File: src/rtl/adder_tree_stage_gated.sv
// adder_tree_stage_gated: pipelined, operand-gated signed adder tree.
// Sums N_IN sign-extended IN_W-bit lanes through a registered pairwise tree.
// A level's registers load only when the level below holds valid data, so
// idle cycles leave the datapath still. The output reads zero when not valid.
// Optional feature macro: ADDER_ACCUM_EN. When defined, ACC_LEN consecutive
// tree results are summed before one output pulse is emitted.
module adder_tree_stage_gated #(
  parameter int N_IN    = 3,
  parameter int IN_W    = 15,
  parameter int ACC_LEN = 4,
  localparam int LVL    = $clog2(N_IN),
  localparam int TREE_W = IN_W + LVL,
  localparam int ACC_W  = $clog2(ACC_LEN),
`ifdef ADDER_ACCUM_EN
  localparam bit ACC_EN = 1'b1,
`else
  localparam bit ACC_EN = 1'b0,
`endif
  localparam int OUT_W  = TREE_W + (ACC_EN ? ACC_W : 0)
) (
  input  logic                   clk,
  input  logic                   rst_n,
  input  logic                   clr,
  input  logic                   in_valid,
  input  logic [N_IN*IN_W-1:0]   in_data,
  output logic                   out_valid,
  output logic [OUT_W-1:0]       out_sum,
  output logic                   busy
);

  // Valid shadow bits: v_s[0] is the input qualifier, v_s[k] marks tree level k.
  logic [LVL:1] valid_q;
  logic [LVL:0] v_s;
  assign v_s = {valid_q, in_valid};

  logic signed [TREE_W-1:0] tree_result_s;
  logic                     out_valid_d, out_valid_q;
  logic [OUT_W-1:0]         out_sum_d, out_sum_q;

  // Level 0 is the raw lane set; level k holds ceil(N_IN / 2^k) terms of IN_W+k bits.
  for (genvar k = 0; k <= LVL; k++) begin : g_lvl
    localparam int CNT = (N_IN + (2 ** k) - 1) / (2 ** k);
    localparam int W   = IN_W + k;
    logic signed [W-1:0] term [CNT];

    if (k == 0) begin : g_in
      for (genvar j = 0; j < CNT; j++) begin : g_lane
        assign term[j] = in_data[j*IN_W +: IN_W];
      end
    end else begin : g_add
      localparam int PCNT = (N_IN + (2 ** (k-1)) - 1) / (2 ** (k-1));
      logic signed [W-1:0] nxt_s [CNT];

      for (genvar j = 0; j < CNT; j++) begin : g_node
        if (2*j + 1 < PCNT) begin : g_pair
          assign nxt_s[j] = {g_lvl[k-1].term[2*j][W-2],   g_lvl[k-1].term[2*j]}
                          + {g_lvl[k-1].term[2*j+1][W-2], g_lvl[k-1].term[2*j+1]};
        end else begin : g_pass
          // Odd leftover: widened and registered so every path has equal latency.
          assign nxt_s[j] = {g_lvl[k-1].term[2*j][W-2], g_lvl[k-1].term[2*j]};
        end
      end

      // Level-k terms: load only behind valid data from the level below, else hold.
      always_ff @(posedge clk or negedge rst_n) begin
        if (!rst_n) begin
          for (int j = 0; j < CNT; j++) begin
            term[j] <= '0;
          end
        end else if (!clr && v_s[k-1]) begin
          term <= nxt_s;
        end
      end
    end
  end

  assign tree_result_s = g_lvl[LVL].term[0];

  // Valid shadow pipeline: shifts every cycle and is flushed by clr.
  always_ff @(posedge clk or negedge rst_n) begin
    if (!rst_n) begin
      valid_q <= '0;
    end else if (clr) begin
      valid_q <= '0;
    end else begin
      valid_q <= v_s[LVL-1:0];
    end
  end

`ifdef ADDER_ACCUM_EN
  logic signed [OUT_W-1:0] acc_d, acc_q;
  logic        [ACC_W-1:0] cnt_d, cnt_q;
  logic signed [OUT_W-1:0] tree_ext_s;

  assign tree_ext_s = {{ACC_W{tree_result_s[TREE_W-1]}}, tree_result_s};

  // Accumulate tree results; the ACC_LEN-th result emits acc+result and restarts.
  always_comb begin
    acc_d       = acc_q;
    cnt_d       = cnt_q;
    out_valid_d = 1'b0;
    out_sum_d   = '0;
    if (clr) begin
      acc_d = '0;
      cnt_d = '0;
    end else if (v_s[LVL]) begin
      if (cnt_q == ACC_W'(ACC_LEN - 1)) begin
        out_sum_d   = acc_q + tree_ext_s;
        out_valid_d = 1'b1;
        acc_d       = '0;
        cnt_d       = '0;
      end else begin
        acc_d = acc_q + tree_ext_s;
        cnt_d = cnt_q + ACC_W'(1);
      end
    end else begin
      acc_d = acc_q;
      cnt_d = cnt_q;
    end
  end

  // Accumulator and result counter state; partial sums survive input gaps.
  always_ff @(posedge clk or negedge rst_n) begin
    if (!rst_n) begin
      acc_q <= '0;
      cnt_q <= '0;
    end else begin
      acc_q <= acc_d;
      cnt_q <= cnt_d;
    end
  end

  assign busy = (|valid_q) | (cnt_q != '0);
`else
  // Direct mode: every tree result leaves as its own output pulse.
  always_comb begin
    out_valid_d = 1'b0;
    out_sum_d   = '0;
    if (!clr && v_s[LVL]) begin
      out_valid_d = 1'b1;
      out_sum_d   = tree_result_s;
    end else begin
      out_valid_d = 1'b0;
      out_sum_d   = '0;
    end
  end

  assign busy = |valid_q;
`endif

  // Registered output stage; the sum reads zero whenever valid is low.
  always_ff @(posedge clk or negedge rst_n) begin
    if (!rst_n) begin
      out_valid_q <= 1'b0;
      out_sum_q   <= '0;
    end else begin
      out_valid_q <= out_valid_d;
      out_sum_q   <= out_sum_d;
    end
  end

  assign out_valid = out_valid_q;
  assign out_sum   = out_sum_q;

endmodule

File: config.mk
export PLATFORM = sky130hd
export DESIGN_NAME = adder_tree_stage_gated
export DESIGN_NICKNAME = d
export VERILOG_FILES = /design/src/rtl/adder_tree_stage_gated.sv
export SDC_FILE = /design/constraint.sdc
export NUM_CORES = 1
export LEC_CHECK = 0
export CAP_MARGIN = 20
export CORE_ASPECT_RATIO = 1.75
export CORE_MARGIN = 1
export CORE_UTILIZATION = 48
export DETAILED_ROUTE_END_ITERATION = 12
export PLACE_DENSITY = 0.77
export SLEW_MARGIN = 15
export SYNTH_ARGS = -nofsm -noshare
export SYNTH_HDL_FRONTEND = slang
export SYNTH_SLANG_ARGS = --single-unit
File: constraint.sdc
create_clock -name clk -period 2.22 [get_ports clk]
set_clock_uncertainty 0.2 [all_clocks]
set_input_delay 0.222 -clock clk [delete_from_list [all_inputs] [get_ports clk]]
set_output_delay 0.222 -clock clk [all_outputs]
set_load 0.01 [all_outputs]
; Yosys cells after proc, flatten, opt, wreduce, memory -nomap -nowiden
; Index checks and enable logic that the tools add are counted.
[totals]
reg_bits = 68
latch_bits = 0
mem_bits_rw = 0
rom_bits = 0
out_inout_bits = 19
wordCells = 16
mem_count = 0
[classes]
add_sub_neg = 2
mul = 0
div_mod_pow = 0
order_cmp = 0
eq_ne = 0
shifts = 0
n_mux = 3
n_bitwise = 0
reduce_logical = 5
[ops]
columns = op, n
row1 = adder 16 x 15 -> 17 bit, 1
row2 = two-way mux 17 bit, 1
row3 = adder 15 x 15 -> 16 bit, 1
row4 = logical AND 1 bit, 3
row5 = two-way mux 2 bit, 1
row6 = OR reduction 2 bit, 1
row7 = zero test 1 bit, 1
row8 = two-way mux 1 bit, 1

; Depth between registers and ports, before layout
[depth]
word_depth = 3
ltp_mapped = 8
depth_no_buf = 8

; Least setup slack after synthesis
; OpenSTA, ideal clock, no wires.
[synth_path]
path_type = reg-to-reg
startpoint = register g_lvl[1].term[0] in the netlist's numbering
endpoint = register g_lvl[2].term[12] in the netlist's numbering
setup_ns = 0.130
arrival_time_ns = 2.032
t_required_ns = 1.890
slack_ns = -0.142
path_stages_with_launch = 9
n_path_buf = 0
synth_period_minus_slack_ns = 2.362
path_cell_list = dfrtp_1 -> ha_1 -> fa_1 -> a21o_1 -> a221oi_2 -> a21oi_2 -> a31oi_1 -> xor2_1 -> o21ai_1
[synth_via]
elab_chain_len = 1
[synth_rtl]
columns = item, line_no
row1 = "start, declared", 44  ; logic signed [W-1:0] term [CNT];
row2 = "start signal, assigned", 71  ; term <= nxt_s;
row3 = adder 16 x 15 -> 17 bit, 57  ; + {g_lvl[k-1].term[2*j+1][W-2], g_lvl[k-1].term[2*j+1]};
row4 = "end signal, assigned", 71
row5 = "end, declared", 44
; Every way passes these cells.
; A chain may end at the register's enable or synchronous reset.

; Final worst setup path
[layout_path]
startpoint = register g_lvl[1].term[16] in the netlist's numbering
endpoint = register g_lvl[2].term[16] in the netlist's numbering
; Same word-level chain as after synthesis.

==> results.txt <==
F_max = 419 MHz
Worst Max-Slew Pin Slew = 0.354 ns
Slowest stage delay, CP = 0.39 ns
Post-synthesis sequential area ratio = 44.4%
Int Power = 3.20 mW
Worst hold-check path type = in2reg
Num CTS Buffers = 9
DRC = 0
Final Max Slew Viols = 0
FP Rows = 42
DR vias = 3294
Placed Area = 4880 µm²
Via density = 5.42
Final critical-path required period = 2.39 ns
Core area = 7670 µm²
Power Dens Cells = 843 nW/µm²
Routed Antenna Nets = 0
Final WS setup = -0.165 ns
Critical path class = reg2reg
Fillers = 572
Placed cells = 582
Combinational family with the most area after synthesis = compound AO/OA/AOI/OAI gates
Clock transition at path regs = 0.05 ns
Lkg Pwr = 2.57 nW
Outcome = complete, but fails checks
Final Cell Area = 5390 µm²
Unrepaired setup endpoints after global routing = yes
Max Fanout on Critical Path = 4
Nets@finish = 597
Clk sink count = 68
Die Y = 120 µm
Worst Path Required = 2.28 ns
Cell Count, Final, Fillers Out = 608
Die area = 8360 µm²
Relative slew slack = 76.1%
Ant. Diodes = 0
CTS tree = done
Crit path cell chain = ha_2 -> fa_2 -> a21o_1 -> a221oi_4 -> a21oi_4 -> a221oi_2 -> o221a_1
Failing checks = setup timing
Final setup viols = 7
H-tree depth = 3
Sw Pwr = 1.34 mW
Maximum VDD drop = 486 µV
Worst Setup End Kind = flop
Register share of total power = 35.1%
Family with the most delay on the worst path = compound AO/OA/AOI/OAI gates
Fin Hold WS = 0.0350 ns
First-pass GRT wire length = 13900 µm
Main area contributors after synthesis = dfrtp_1 (44%), ha_1 (10%), nand2_1 (8.8%)
Yosys warns = 0
Post-synth ARST share = 100%
WP data arrival = 2.45 ns
Cell count after synthesis = 400
PortBufs = 67
Max-cap violations = 0
Initial Utilization = 50.0%
Clock Power Share = 32.5%
Iter 0 DRT Violations = 204
Worst-skew pair later-pin latency = 0.33 ns
All-layer global routing usage = 21.1%
Hold Vio Cnt, Final = 0
Mux contribution to synthesized area = 0.261%
Number of global-route vias before repair = 3206
Area delta synth->final = 40.5%
CTS Root Cell = clkbuf_16
Mapped Nets = 482
Wirelength per Cell = 13.7 µm
Placer Congestion = 0.832
Slowest cell on the critical path = dfrtp_1
Largest net degree at the start of global routing = 40
WP buf/inv = 0
Drt pass-1 iters = 4
Adder-Cell Fraction of Synth Area = 11.2%
Main synth FF type = dfrtp_1
Initial antenna violation count = 0
Yosys top cell by area = dfrtp_1
Layout cells sized above 1 = 19.2%
Syn_area_per_cell = 9.58 µm²
Synth Area in Simple Gates = 18.6%
Die X = 69.6 µm
Comb pwr share = 32.4%
Clk buf depth = 2
Critical Path Start Type = flop
Register bit total from synthesis = 68
EDFF count, synth = 0
Dpl hpwl = 6230 µm
Synth Area in Compound Gates = 18.9%
Period utilisation layout = 107%
Mapped Area = 3830 µm²
Total Wirelength = 8320 µm
Share of the synthesized area in the top cell type = 44.4%
Synth Area in XOR/XNOR = 4.80%
# IOs = 68
Sw Share = 29.4%
GRT Residual Overflow = 0
Yosys cell types = 51
-- cell type report --
class                   count  area, µm²  share of cell area, %
flip-flops and latches     68       1700                   31.6
clock buffers              13        280                   5.20
repair buffers            116       1030                   19.2
clock inverters             3       42.5                  0.790
multi-input cells         312       2190                   40.6
well taps                  88        110                   2.04
inverters                   8       30.0                  0.558
-- power groups by stage --
stage | combinational, mW | sequential, mW | clock [mW]
6_report | 1.47 | 1.59 | 1.48
4_1_cts | 1.37 | 1.59 | 1.51
2_1_floorplan | 0.865 | 1.59 | 0
3_5_place_dp | 1.31 | 1.61 | 0
3_3_place_gp | 1.26 | 1.60 | 0
5_1_grt | 1.62 | 1.62 | 1.56
-- worst register-to-register path, cell delays in order, from the launching register on --
cell and delay (ns):
dfrtp_1 0.39, ha_2 0.20, fa_2 0.35, a21o_1 0.21, a221oi_4 0.34, a21oi_4 0.12
a221oi_2 0.30, o221a_1 0.22
-- placed cells by master, fill, tap and decap left out, types with 3 or more instances in the layout --
| cell | netlist | final |
|---|---|---|
| a21oi_1 | 23 | 20 |
| a21o_1 | 10 | 10 |
| nand2b_1 | 5 | 5 |
| o21ai_1 | 2 | 10 |
| a21oi_2 | 1 | 3 |
| dlygate4sd2_1 | 0 | 3 |
| nor2b_1 | 3 | 3 |
| clkbuf_16 | 0 | 9 |
| o211ai_1 | 5 | 5 |
| nand3_1 | 6 | 5 |
| o21a_1 | 7 | 6 |
| and3_1 | 7 | 7 |
| nor2_1 | 8 | 7 |
| ha_1 | 31 | 29 |
| dfrtp_1 | 68 | 68 |
| clkbuf_8 | 0 | 4 |
| xnor2_1 | 11 | 9 |
| buf_4 | 0 | 47 |
| clkdlybuf4s50_1 | 0 | 61 |
| and2_1 | 18 | 18 |
| inv_1 | 7 | 7 |
| nand2_1 | 90 | 90 |
| nand4b_1 | 3 | 3 |
| xor2_1 | 10 | 10 |
| o21ai_0 | 28 | 19 |
-- repair_timing --
item / CTS / global route
setup buffers: 3 / 6
setup endpoints to repair: 12 / 16
endpoints found under the hold margin: 68 / 0
gates cloned: 0 / 0
gates resized for setup: 17 / 22
hold buffers: 1 / 0
pin swaps: 20 / 17
-- logic make-up (layout without fill, tap and decap cells) --
family                   after synthesis  after routing
adder cells (fa/ha/maj)               33             33
XOR/XNOR                              21             21
flip-flops                            68             68
AO/OA/AOI/OAI                        106            106
multiplexers                           1              1
buffers and inverters                 20            140
AND/OR/NAND/NOR                      151            151
-- sequential cells by signal (all words and copies together) (netlist names) --
name and flops:
out_valid 1, out_sum 17, g_lvl.term 48, valid_q 2
-- cells in the mapped netlist, types with 4 or more instances --
master and n:
clkbuf_1 10, xor2_1 10, nand2_1 90, o31ai_1 4
o21ai_0 28, inv_1 7, a31oi_1 5, a21oi_1 23
nor2_1 8, nand2b_1 5, dfrtp_1 68, ha_1 31
and2_1 18, o211ai_1 5, o21a_1 7, nand3_1 6
a21o_1 10, and3_1 7, xnor2_1 11
-- worst paths after layout --
check | startpoint | endpoint | slack (ns) | depth (start not counted)
max in group asynchronous | rst_n | g_lvl[1].term[14]$_DFFE_PN0P_ | 1.17 | 3
setup reg to reg | g_lvl[1].term[16]$_DFFE_PN0P_ | g_lvl[2].term[16]$_DFFE_PN0P_ | -0.17 | 7
hold reg to reg | g_lvl[2].term[4]$_DFFE_PN0P_ | g_lvl[2].term[4]$_DFFE_PN0P_ | 0.27 | 2
setup / recovery | g_lvl[1].term[16]$_DFFE_PN0P_ | g_lvl[2].term[16]$_DFFE_PN0P_ | -0.17 | 7
min in group asynchronous | rst_n | out_sum[3]$_DFF_PN0_ | 0.11 | 2
hold / removal | in_data[15] | g_lvl[1].term[16]$_DFFE_PN0P_ | 0.03 | 4
-- routing by layer --
metal	wire length, µm	global-route usage [%]	share of wire (%)	up-vias
met5	0	0	0	-
li1	-	-	-	1640
met1	3160	22.0	38	1551
met3	240	3.83	2.9	21
met4	261	11.5	3.1	0
met2	4660	39.2	56	82
-- per-stage QoR --
stage	power, mW	util, %	TNS (ns)	worst slack, ns
after floorplan	2.45	-	-0.0322	-0.0250
after global placement	2.86	63.6	-3.12	-0.519
after detailed placement	2.92	63.6	-3.91	-0.537
after CTS	4.47	68.7	-0.516	-0.157
after global routing	4.80	70.2	-1.63	-0.281
final	4.54	70.2	-0.775	-0.165
Note: power is estimated with default switching activity, not from simulation.
